--- config.mk ---
export PLATFORM = sky130hd
export DESIGN_NAME = st_port_arbiter_flat
export DESIGN_NICKNAME = d
export VERILOG_FILES = /design/src/rtl/st_port_arbiter_pkg.sv /design/src/rtl/st_port_arbiter_if.sv /design/src/rtl/st_port_arbiter_rr_pick.sv /design/src/rtl/st_port_arbiter.sv /design/src/flat_wrapper.sv
export SDC_FILE = /design/constraint.sdc
export NUM_CORES = 1
export LEC_CHECK = 0
export CORE_AREA = 5 5 202 204
export DETAILED_ROUTE_END_ITERATION = 10
export DIE_AREA = 0 0 207 209
export PLACE_DENSITY_LB_ADDON = 0.3
export SYNTH_ARGS = -nofsm -noshare
export SYNTH_HDL_FRONTEND = slang
export SYNTH_SLANG_ARGS = --single-unit
--- constraint.sdc ---
create_clock -name clk_i -period 4.8 [get_ports clk_i]
set_input_delay 1.44 -clock clk_i [delete_from_list [all_inputs] [get_ports clk_i]]
set_output_delay 1.44 -clock clk_i [all_outputs]
set_load 0.005 [all_outputs]
--- src/rtl/st_port_arbiter_pkg.sv ---
// st_port_arbiter_pkg: shared store-port types and constants (optional feature macro: ST_PORT_ARB_LOCK_EN).
// Rev 1.0
`default_nettype none
package st_port_arbiter_pkg;

  localparam int ST_ARB_MAX_PORTS = 8;
  localparam int ST_IDX_W         = 12;
  localparam int ST_TAG_W         = 44;
  localparam int ST_DATA_W        = 64;
  localparam int ST_BE_W          = ST_DATA_W / 8;

  typedef struct packed {
    logic [ST_IDX_W-1:0]  idx;
    logic [ST_TAG_W-1:0]  tag;
    logic [ST_DATA_W-1:0] data;
    logic [ST_BE_W-1:0]   be;
    logic [1:0]           size;
  } st_port_req_t;

  typedef enum logic [0:0] {
    ST_EMPTY = 1'b0,
    ST_FULL  = 1'b1
  } st_arb_state_e;

endpackage
`default_nettype wire

--- src/rtl/st_port_arbiter_if.sv ---
// st_port_arbiter_if: requester and dcache-side signals of the store-port arbiter.
// Rev 1.0 -- lock_i exists only when ST_PORT_ARB_LOCK_EN is defined.
`default_nettype none
interface st_port_arbiter_if
  import st_port_arbiter_pkg::*;
#(
  parameter int NR_PORTS = 3,
  parameter int IDX_W    = ST_IDX_W,
  parameter int TAG_W    = ST_TAG_W,
  parameter int DATA_W   = ST_DATA_W,
  parameter int BE_W     = DATA_W / 8
);
  localparam int PTR_W = (NR_PORTS > 1) ? $clog2(NR_PORTS) : 1;

  logic [NR_PORTS-1:0]        req_i;
  logic [NR_PORTS-1:0]        gnt_o;
  logic [NR_PORTS*IDX_W-1:0]  idx_i;
  logic [NR_PORTS*TAG_W-1:0]  tag_i;
  logic [NR_PORTS*DATA_W-1:0] data_i;
  logic [NR_PORTS*BE_W-1:0]   be_i;
  logic [NR_PORTS*2-1:0]      size_i;
`ifdef ST_PORT_ARB_LOCK_EN
  logic [NR_PORTS-1:0]        lock_i;
`endif
  logic                       dc_req_o;
  logic                       dc_gnt_i;
  logic [IDX_W-1:0]           dc_idx_o;
  logic [TAG_W-1:0]           dc_tag_o;
  logic [DATA_W-1:0]          dc_data_o;
  logic [BE_W-1:0]            dc_be_o;
  logic [1:0]                 dc_size_o;
  logic [PTR_W-1:0]           dc_owner_o;
  logic                       busy_o;

  modport slave (
`ifdef ST_PORT_ARB_LOCK_EN
    input  lock_i,
`endif
    input  req_i, idx_i, tag_i, data_i, be_i, size_i, dc_gnt_i,
    output gnt_o, dc_req_o, dc_idx_o, dc_tag_o, dc_data_o, dc_be_o,
    output dc_size_o, dc_owner_o, busy_o
  );

  modport master (
`ifdef ST_PORT_ARB_LOCK_EN
    output lock_i,
`endif
    output req_i, idx_i, tag_i, data_i, be_i, size_i, dc_gnt_i,
    input  gnt_o, dc_req_o, dc_idx_o, dc_tag_o, dc_data_o, dc_be_o,
    input  dc_size_o, dc_owner_o, busy_o
  );

endinterface
`default_nettype wire

--- src/rtl/st_port_arbiter_rr_pick.sv ---
// st_port_arbiter_rr_pick: combinational round-robin picker, first set request at or after the pointer.
// Rev 1.0
`default_nettype none
module st_port_arbiter_rr_pick
  import st_port_arbiter_pkg::*;
#(
  parameter int NR_PORTS = 3,
  parameter int PTR_W    = (NR_PORTS > 1) ? $clog2(NR_PORTS) : 1
) (
  input  logic [NR_PORTS-1:0] i_req,
  input  logic [PTR_W-1:0]    i_ptr,
  output logic [NR_PORTS-1:0] o_gnt,
  output logic [PTR_W-1:0]    o_idx,
  output logic                o_any
);

  int w_j;

  // Scan from lowest to highest priority so the highest-priority hit is written last.
  always_comb begin
    o_gnt = '0;
    o_idx = '0;
    o_any = 1'b0;
    w_j   = 0;
    for (int i = NR_PORTS - 1; i >= 0; i--) begin
      w_j = int'(i_ptr) + i;
      if (w_j >= NR_PORTS) w_j = w_j - NR_PORTS;
      if (i_req[w_j]) begin
        o_idx = PTR_W'(w_j);
        o_any = 1'b1;
      end
    end
    if (o_any) o_gnt[o_idx] = 1'b1;
  end

endmodule
`default_nettype wire

--- src/rtl/st_port_arbiter.sv ---
// st_port_arbiter: round-robin share of the dcache store port with a one-entry registered output stage.
// Rev 1.0 -- optional locked multi-beat ownership under ST_PORT_ARB_LOCK_EN.
`default_nettype none
module st_port_arbiter
  import st_port_arbiter_pkg::*;
#(
  parameter int NR_PORTS = 3,
  parameter int IDX_W    = 12,
  parameter int TAG_W    = 44,
  parameter int DATA_W   = 64,
  parameter int BE_W     = DATA_W / 8
) (
  input  logic               clk_i,
  input  logic               rst_i,
  st_port_arbiter_if.slave   bus
);

  localparam int PTR_W = (NR_PORTS > 1) ? $clog2(NR_PORTS) : 1;

  st_arb_state_e       r_state, w_state_nxt;
  logic [PTR_W-1:0]    r_rr, w_rr_nxt;
  logic [PTR_W-1:0]    r_owner;
  logic [IDX_W-1:0]    r_idx;
  logic [TAG_W-1:0]    r_tag;
  logic [DATA_W-1:0]   r_data;
  logic [BE_W-1:0]     r_be;
  logic [1:0]          r_size;

  logic [NR_PORTS-1:0] w_req_eff;
  logic [NR_PORTS-1:0] w_pick_gnt;
  logic [PTR_W-1:0]    w_win;
  logic                w_any;
  logic                w_accept;
  logic [PTR_W-1:0]    w_win_next;

`ifdef ST_PORT_ARB_LOCK_EN
  logic                r_locked, w_locked_nxt;

  // A locked owner is the only requester visible to the picker.
  always_comb begin
    w_req_eff = bus.req_i;
    if (r_locked) w_req_eff = bus.req_i & (NR_PORTS'(1) << r_owner);
  end
`else
  always_comb begin
    w_req_eff = bus.req_i;
  end
`endif

  st_port_arbiter_rr_pick #(
    .NR_PORTS (NR_PORTS),
    .PTR_W    (PTR_W)
  ) u_rr_pick (
    .i_req (w_req_eff),
    .i_ptr (r_rr),
    .o_gnt (w_pick_gnt),
    .o_idx (w_win),
    .o_any (w_any)
  );

  assign w_win_next = (w_win == PTR_W'(NR_PORTS - 1)) ? '0 : w_win + PTR_W'(1);

  always_comb begin
    w_state_nxt = r_state;
    w_rr_nxt    = r_rr;
    bus.gnt_o   = '0;
`ifdef ST_PORT_ARB_LOCK_EN
    w_locked_nxt = r_locked;
`endif
    w_accept = ((r_state == ST_EMPTY) || bus.dc_gnt_i) && w_any;

    unique case (r_state)
      ST_EMPTY: if (w_accept) w_state_nxt = ST_FULL;
      ST_FULL:  if (bus.dc_gnt_i && !w_accept) w_state_nxt = ST_EMPTY;
      default:  w_state_nxt = ST_EMPTY;
    endcase

    if (w_accept) begin
      bus.gnt_o = w_pick_gnt;
`ifdef ST_PORT_ARB_LOCK_EN
      w_locked_nxt = bus.lock_i[w_win];
      if (!bus.lock_i[w_win]) w_rr_nxt = w_win_next;
`else
      w_rr_nxt = w_win_next;
`endif
    end
  end

  always_ff @(posedge clk_i or posedge rst_i) begin
    if (rst_i) begin
      r_state <= ST_EMPTY;
      r_rr    <= '0;
    end else begin
      r_state <= w_state_nxt;
      r_rr    <= w_rr_nxt;
    end
  end

`ifdef ST_PORT_ARB_LOCK_EN
  always_ff @(posedge clk_i or posedge rst_i) begin
    if (rst_i) r_locked <= 1'b0;
    else       r_locked <= w_locked_nxt;
  end
`endif

  // Payload only moves on accept, so it stays bit-stable while the cache stalls.
  always_ff @(posedge clk_i or posedge rst_i) begin
    if (rst_i) begin
      r_owner <= '0;
      r_idx   <= '0;
      r_tag   <= '0;
      r_data  <= '0;
      r_be    <= '0;
      r_size  <= '0;
    end else if (w_accept) begin
      r_owner <= w_win;
      r_idx   <= bus.idx_i[int'(w_win)*IDX_W +: IDX_W];
      r_tag   <= bus.tag_i[int'(w_win)*TAG_W +: TAG_W];
      r_data  <= bus.data_i[int'(w_win)*DATA_W +: DATA_W];
      r_be    <= bus.be_i[int'(w_win)*BE_W +: BE_W];
      r_size  <= bus.size_i[int'(w_win)*2 +: 2];
    end
  end

  assign bus.dc_req_o   = (r_state == ST_FULL);
  assign bus.busy_o     = (r_state == ST_FULL);
  assign bus.dc_owner_o = r_owner;
  assign bus.dc_idx_o   = r_idx;
  assign bus.dc_tag_o   = r_tag;
  assign bus.dc_data_o  = r_data;
  assign bus.dc_be_o    = r_be;
  assign bus.dc_size_o  = r_size;

endmodule
`default_nettype wire
--- src/flat_wrapper.sv ---
// flat-port wrapper written by rule: the top's interface ports become plain ports
module st_port_arbiter_flat import st_port_arbiter_pkg::*;
#(
  parameter int NR_PORTS = 3,
  parameter int IDX_W    = 12,
  parameter int TAG_W    = 44,
  parameter int DATA_W   = 64,
  parameter int BE_W     = DATA_W / 8
)
  (clk_i, rst_i, bus_req_i, bus_idx_i, bus_tag_i, bus_data_i, bus_be_i, bus_size_i, bus_dc_gnt_i, bus_gnt_o, bus_dc_req_o, bus_dc_idx_o, bus_dc_tag_o, bus_dc_data_o, bus_dc_be_o, bus_dc_size_o, bus_dc_owner_o, bus_busy_o);
  st_port_arbiter_if #(.NR_PORTS(NR_PORTS), .IDX_W(IDX_W), .TAG_W(TAG_W), .DATA_W(DATA_W), .BE_W(BE_W)) bus_i ();
  input  logic clk_i;
  input  logic rst_i;
  input wire logic [$bits(bus_i.req_i)-1:0] bus_req_i;
  input wire logic [$bits(bus_i.idx_i)-1:0] bus_idx_i;
  input wire logic [$bits(bus_i.tag_i)-1:0] bus_tag_i;
  input wire logic [$bits(bus_i.data_i)-1:0] bus_data_i;
  input wire logic [$bits(bus_i.be_i)-1:0] bus_be_i;
  input wire logic [$bits(bus_i.size_i)-1:0] bus_size_i;
  input wire logic [$bits(bus_i.dc_gnt_i)-1:0] bus_dc_gnt_i;
  output wire logic [$bits(bus_i.gnt_o)-1:0] bus_gnt_o;
  output wire logic [$bits(bus_i.dc_req_o)-1:0] bus_dc_req_o;
  output wire logic [$bits(bus_i.dc_idx_o)-1:0] bus_dc_idx_o;
  output wire logic [$bits(bus_i.dc_tag_o)-1:0] bus_dc_tag_o;
  output wire logic [$bits(bus_i.dc_data_o)-1:0] bus_dc_data_o;
  output wire logic [$bits(bus_i.dc_be_o)-1:0] bus_dc_be_o;
  output wire logic [$bits(bus_i.dc_size_o)-1:0] bus_dc_size_o;
  output wire logic [$bits(bus_i.dc_owner_o)-1:0] bus_dc_owner_o;
  output wire logic [$bits(bus_i.busy_o)-1:0] bus_busy_o;
  assign bus_i.req_i = bus_req_i;
  assign bus_i.idx_i = bus_idx_i;
  assign bus_i.tag_i = bus_tag_i;
  assign bus_i.data_i = bus_data_i;
  assign bus_i.be_i = bus_be_i;
  assign bus_i.size_i = bus_size_i;
  assign bus_i.dc_gnt_i = bus_dc_gnt_i;
  assign bus_gnt_o = bus_i.gnt_o;
  assign bus_dc_req_o = bus_i.dc_req_o;
  assign bus_dc_idx_o = bus_i.dc_idx_o;
  assign bus_dc_tag_o = bus_i.dc_tag_o;
  assign bus_dc_data_o = bus_i.dc_data_o;
  assign bus_dc_be_o = bus_i.dc_be_o;
  assign bus_dc_size_o = bus_i.dc_size_o;
  assign bus_dc_owner_o = bus_i.dc_owner_o;
  assign bus_busy_o = bus_i.busy_o;
  st_port_arbiter #(.NR_PORTS(NR_PORTS), .IDX_W(IDX_W), .TAG_W(TAG_W), .DATA_W(DATA_W), .BE_W(BE_W)) u_core (.clk_i(clk_i), .rst_i(rst_i), .bus(bus_i));
endmodule
==> flow_summary.json <==
{
  "timing.fmax_mhz": 217,
  "cp-start-kind": "input port",
  "multi_input_area_um2": 3920,
  "leakage_nw": 5.67,
  "tritoncts": "built",
  "whs_ns": 0.473,
  "fin_cells": 1924,
  "tightest_slew_ns": 0.950,
  "maxSlewHeadroom_pct": 36.6,
  "path_max_fanout": 5,
  "syn_nets": 1299,
  "ctsRootBufferMaster": "clkbuf_16",
  "synth-xor-area-share_pct": 0,
  "grt_max_degree": 75,
  "drt_wl_total_um": 40000,
  "drt-initial-drc-count": 646,
  "hold_path.startpoint": "u_core.bus.dc_tag_o[29]$_DFFE_PP0P_",
  "hold_buffers": 0,
  "hold_violations": 0,
  "synth_top_area_share_pct": 42.8,
  "core_um2": 39100,
  "required_ns": 3.36,
  "antenna_found_initial": 4,
  "clock_latency_ns": 0.44,
  "dp.cells": 1886,
  "io_pins": 533,
  "cap_violations": 0,
  "muxShareOfSynthArea_pct": 0.554,
  "synth_area_leaders": "dfrtp_1 (43%), nor3_1 (7.9%), a311oi_1 (7.5%)",
  "syn2layout_area_growth_pct": 81.8,
  "wl_per_cell_um": 20.8,
  "slew_violations": 0,
  "dp_hpwl_um": 28400,
  "cellPowerDensity_nw_per_um2": 675,
  "cp.arrival_ns": 3.16,
  "setup_viol": 0,
  "synth-seq-cells": 135,
  "async_flop_share_pct": 100,
  "synth_area_um2": 7900,
  "r2r_slack_ns": 1.07,
  "status": "completed",
  "hp-class": "reg -> reg",
  "setup_slack_ns": 0.195,
  "seqCellArea_um2": 3380,
  "clock-sinks": 135,
  "initial_core_util_pct": 20.2,
  "crit_start": "bus_req_i[1]",
  "drt_first_pass_iters": 5,
  "viasPerCell": 4.82,
  "peakVddDrop_mv": 0.317,
  "seq_area_frac_synth_pct": 42.8,
  "drive_gt1_share_pct": 6.23,
  "synth_largest_area_cell": "dfrtp_1",
  "syn_inst": 900,
  "vias": 9282,
  "pre_cts_ws_ns": -0.412,
  "rows": 73,
  "gpl.final_weighted_congestion": 0.840,
  "grt_overflow": 0,
  "postSynthAreaPerCell_um2": 8.78,
  "synth_top_family_by_area": "compound AO/OA/AOI/OAI gates",
  "cts_made_buffers": 17,
  "postRouteAntennaNets": 0,
  "die_h_um": 209,
  "post-route-period-util_pct": 95.9,
  "clkTransAtPathRegs_ns": 0.07,
  "power_mw": 9.70,
  "grt_pass1_vias": 9618,
  "r2r_start": "u_core.r_rr[1]$_DFFE_PP0P_",
  "synth_common_cells": "dfrtp_1 (135), nor3_1 (125), nor2_1 (72), a311oi_1 (68), and3_1 (68)",
  "die_w_um": 207,
  "yosysUniqueCellTypes": 40,
  "synth_edf_count": 0,
  "drc": 0,
  "synth_most_common_cell": "dfrtp_1",
  "ys.flop_type": "dfrtp_1",
  "worst_clock_skew_ns": 0.00805,
  "critPathKind": "in -> out",
  "nFillCells": 4064,
  "end_kind": "output pin",
  "grt_pass1_wl_um": 60400,
  "fin_crit_ns": 4.60,
  "portBuffers": 532,
  "ctsHtreeMaxLevel": 4,
  "nets": 1783,
  "synth_compound_area_share_pct": 26.4,
  "dieArea_um2": 43300,
  "cts_max_path_buffers": 2,
  "grt.total_usage_pct": 17.7,
  "rsz0062_at_grt": "false",
  "yosys.area_share.simple_pct": 21.3,
  "synth_fa_ha_area_share_pct": 0.475,
  "ys_warn_count": 0
}
metrics by stage:
stage	util [%]	area [um^2]	setup TNS, ns
after floorplan	-	7900	0
after global placement	35.0	13700	-0.838
after detailed placement	35.0	13700	-0.896
after CTS	36.7	14300	0
after global routing	36.7	14400	0
final	36.7	14400	0
worst max-delay path: stages:
cell and delay [ns]:
dlygate4sd2_1 0.29, buf_4 0.16, nor2b_1 0.14, o32ai_4 0.35, nand2_4 0.11, buf_4 0.16, buf_12 0.11, nand3_4 0.06
inv_1 0.04, dlygate4sd2_1 0.29
registers in the layout, summed over array words and instances (netlist names):
signal	cells
u_core.bus.busy_o	1
u_core.bus.dc_be_o	8
u_core.bus.dc_data_o	64
u_core.bus.dc_idx_o	12
u_core.bus.dc_owner_o	2
u_core.bus.dc_size_o	2
u_core.bus.dc_tag_o	44
u_core.r_rr	2
worst paths after layout:
path,to,depth (start not counted)
max in group asynchronous,u_core.bus.dc_tag_o[3]$_DFFE_PP0P_,3
hold reg to reg,u_core.bus.dc_tag_o[29]$_DFFE_PP0P_,2
min in group asynchronous,u_core.bus.dc_data_o[24]$_DFFE_PP0P_,2
setup reg to reg,u_core.r_rr[0]$_DFFE_PP0P_,10
hold / removal,u_core.bus.dc_tag_o[29]$_DFFE_PP0P_,2
setup / recovery,bus_gnt_o[1],10
cells by family (layout without fill, tap and decap cells):
kind of cell,after synthesis,count (layout)
and+or+nand+nor,345,345
buffers and inverters,135,632
adders and majority gates,3,3
other,0,2
AOI/OAI and AO/OA,278,278
DFF,135,135
muxes,4,4
repair_timing:
item                       CTS  global route
gates cloned                 0             0
setup buffers                2             2
setup endpoints to repair    3             1
gates resized for setup     10             1
pin swaps                    3             3
report_power, final:
| group | internal (mW) | switching, mW | leakage (nW) | total [mW] |
|---|---|---|---|---|
| registers | 1.78 | 0.327 | 1.58 | 2.11 |
| clock network | 0.910 | 0.560 | 0.316 | 1.47 |
| logic | 2.73 | 3.39 | 3.78 | 6.12 |
metal layers:
layer / share of wire (%) / vias to the layer above / GRT usage [%]
li1: - / 4339 / -
met1: 41 / 4459 / 21.7
met2: 49 / 421 / 29.9
met3: 7.1 / 59 / 5.33
met4: 2.7 / 4 / 6.09
met5: 0.053 / - / 0
layout by cell type, fill, tap and decap left out, types with 2 or more instances in the layout:
cell type,count
clkinv_2,4
clkinv_4,3
clkdlybuf4s50_1,526
buf_4,31
dlygate4sd2_1,5
o32ai_4,2
nor2_1,70
a311oi_1,68
o21ai_0,62
clkbuf_8,3
ha_1,3
nand2_1,66
nor2b_1,3
a21o_1,5
diode_2,2
nor3_1,124
nor2_2,2
clkinvlp_4,2
dfrtp_1,135
clkbuf_16,17
o2bb2ai_1,41
o22ai_1,27
o31ai_1,62
bufinv_16,4
and2_1,2
mux2i_1,3
inv_1,32
buf_12,4
and3_1,68
layout make-up:
cell class                 count  share of cell area [%]
antenna                        2                  0.0349
inverter                      33                   0.889
clock inverter                12                    1.21
multi-input combinational    630                    27.3
sequential                   135                    23.5
tap                          525                    4.58
timing repair buffer         567                    39.2
clock buffer                  20                    3.25
Power figures use the tool's default switching activity.
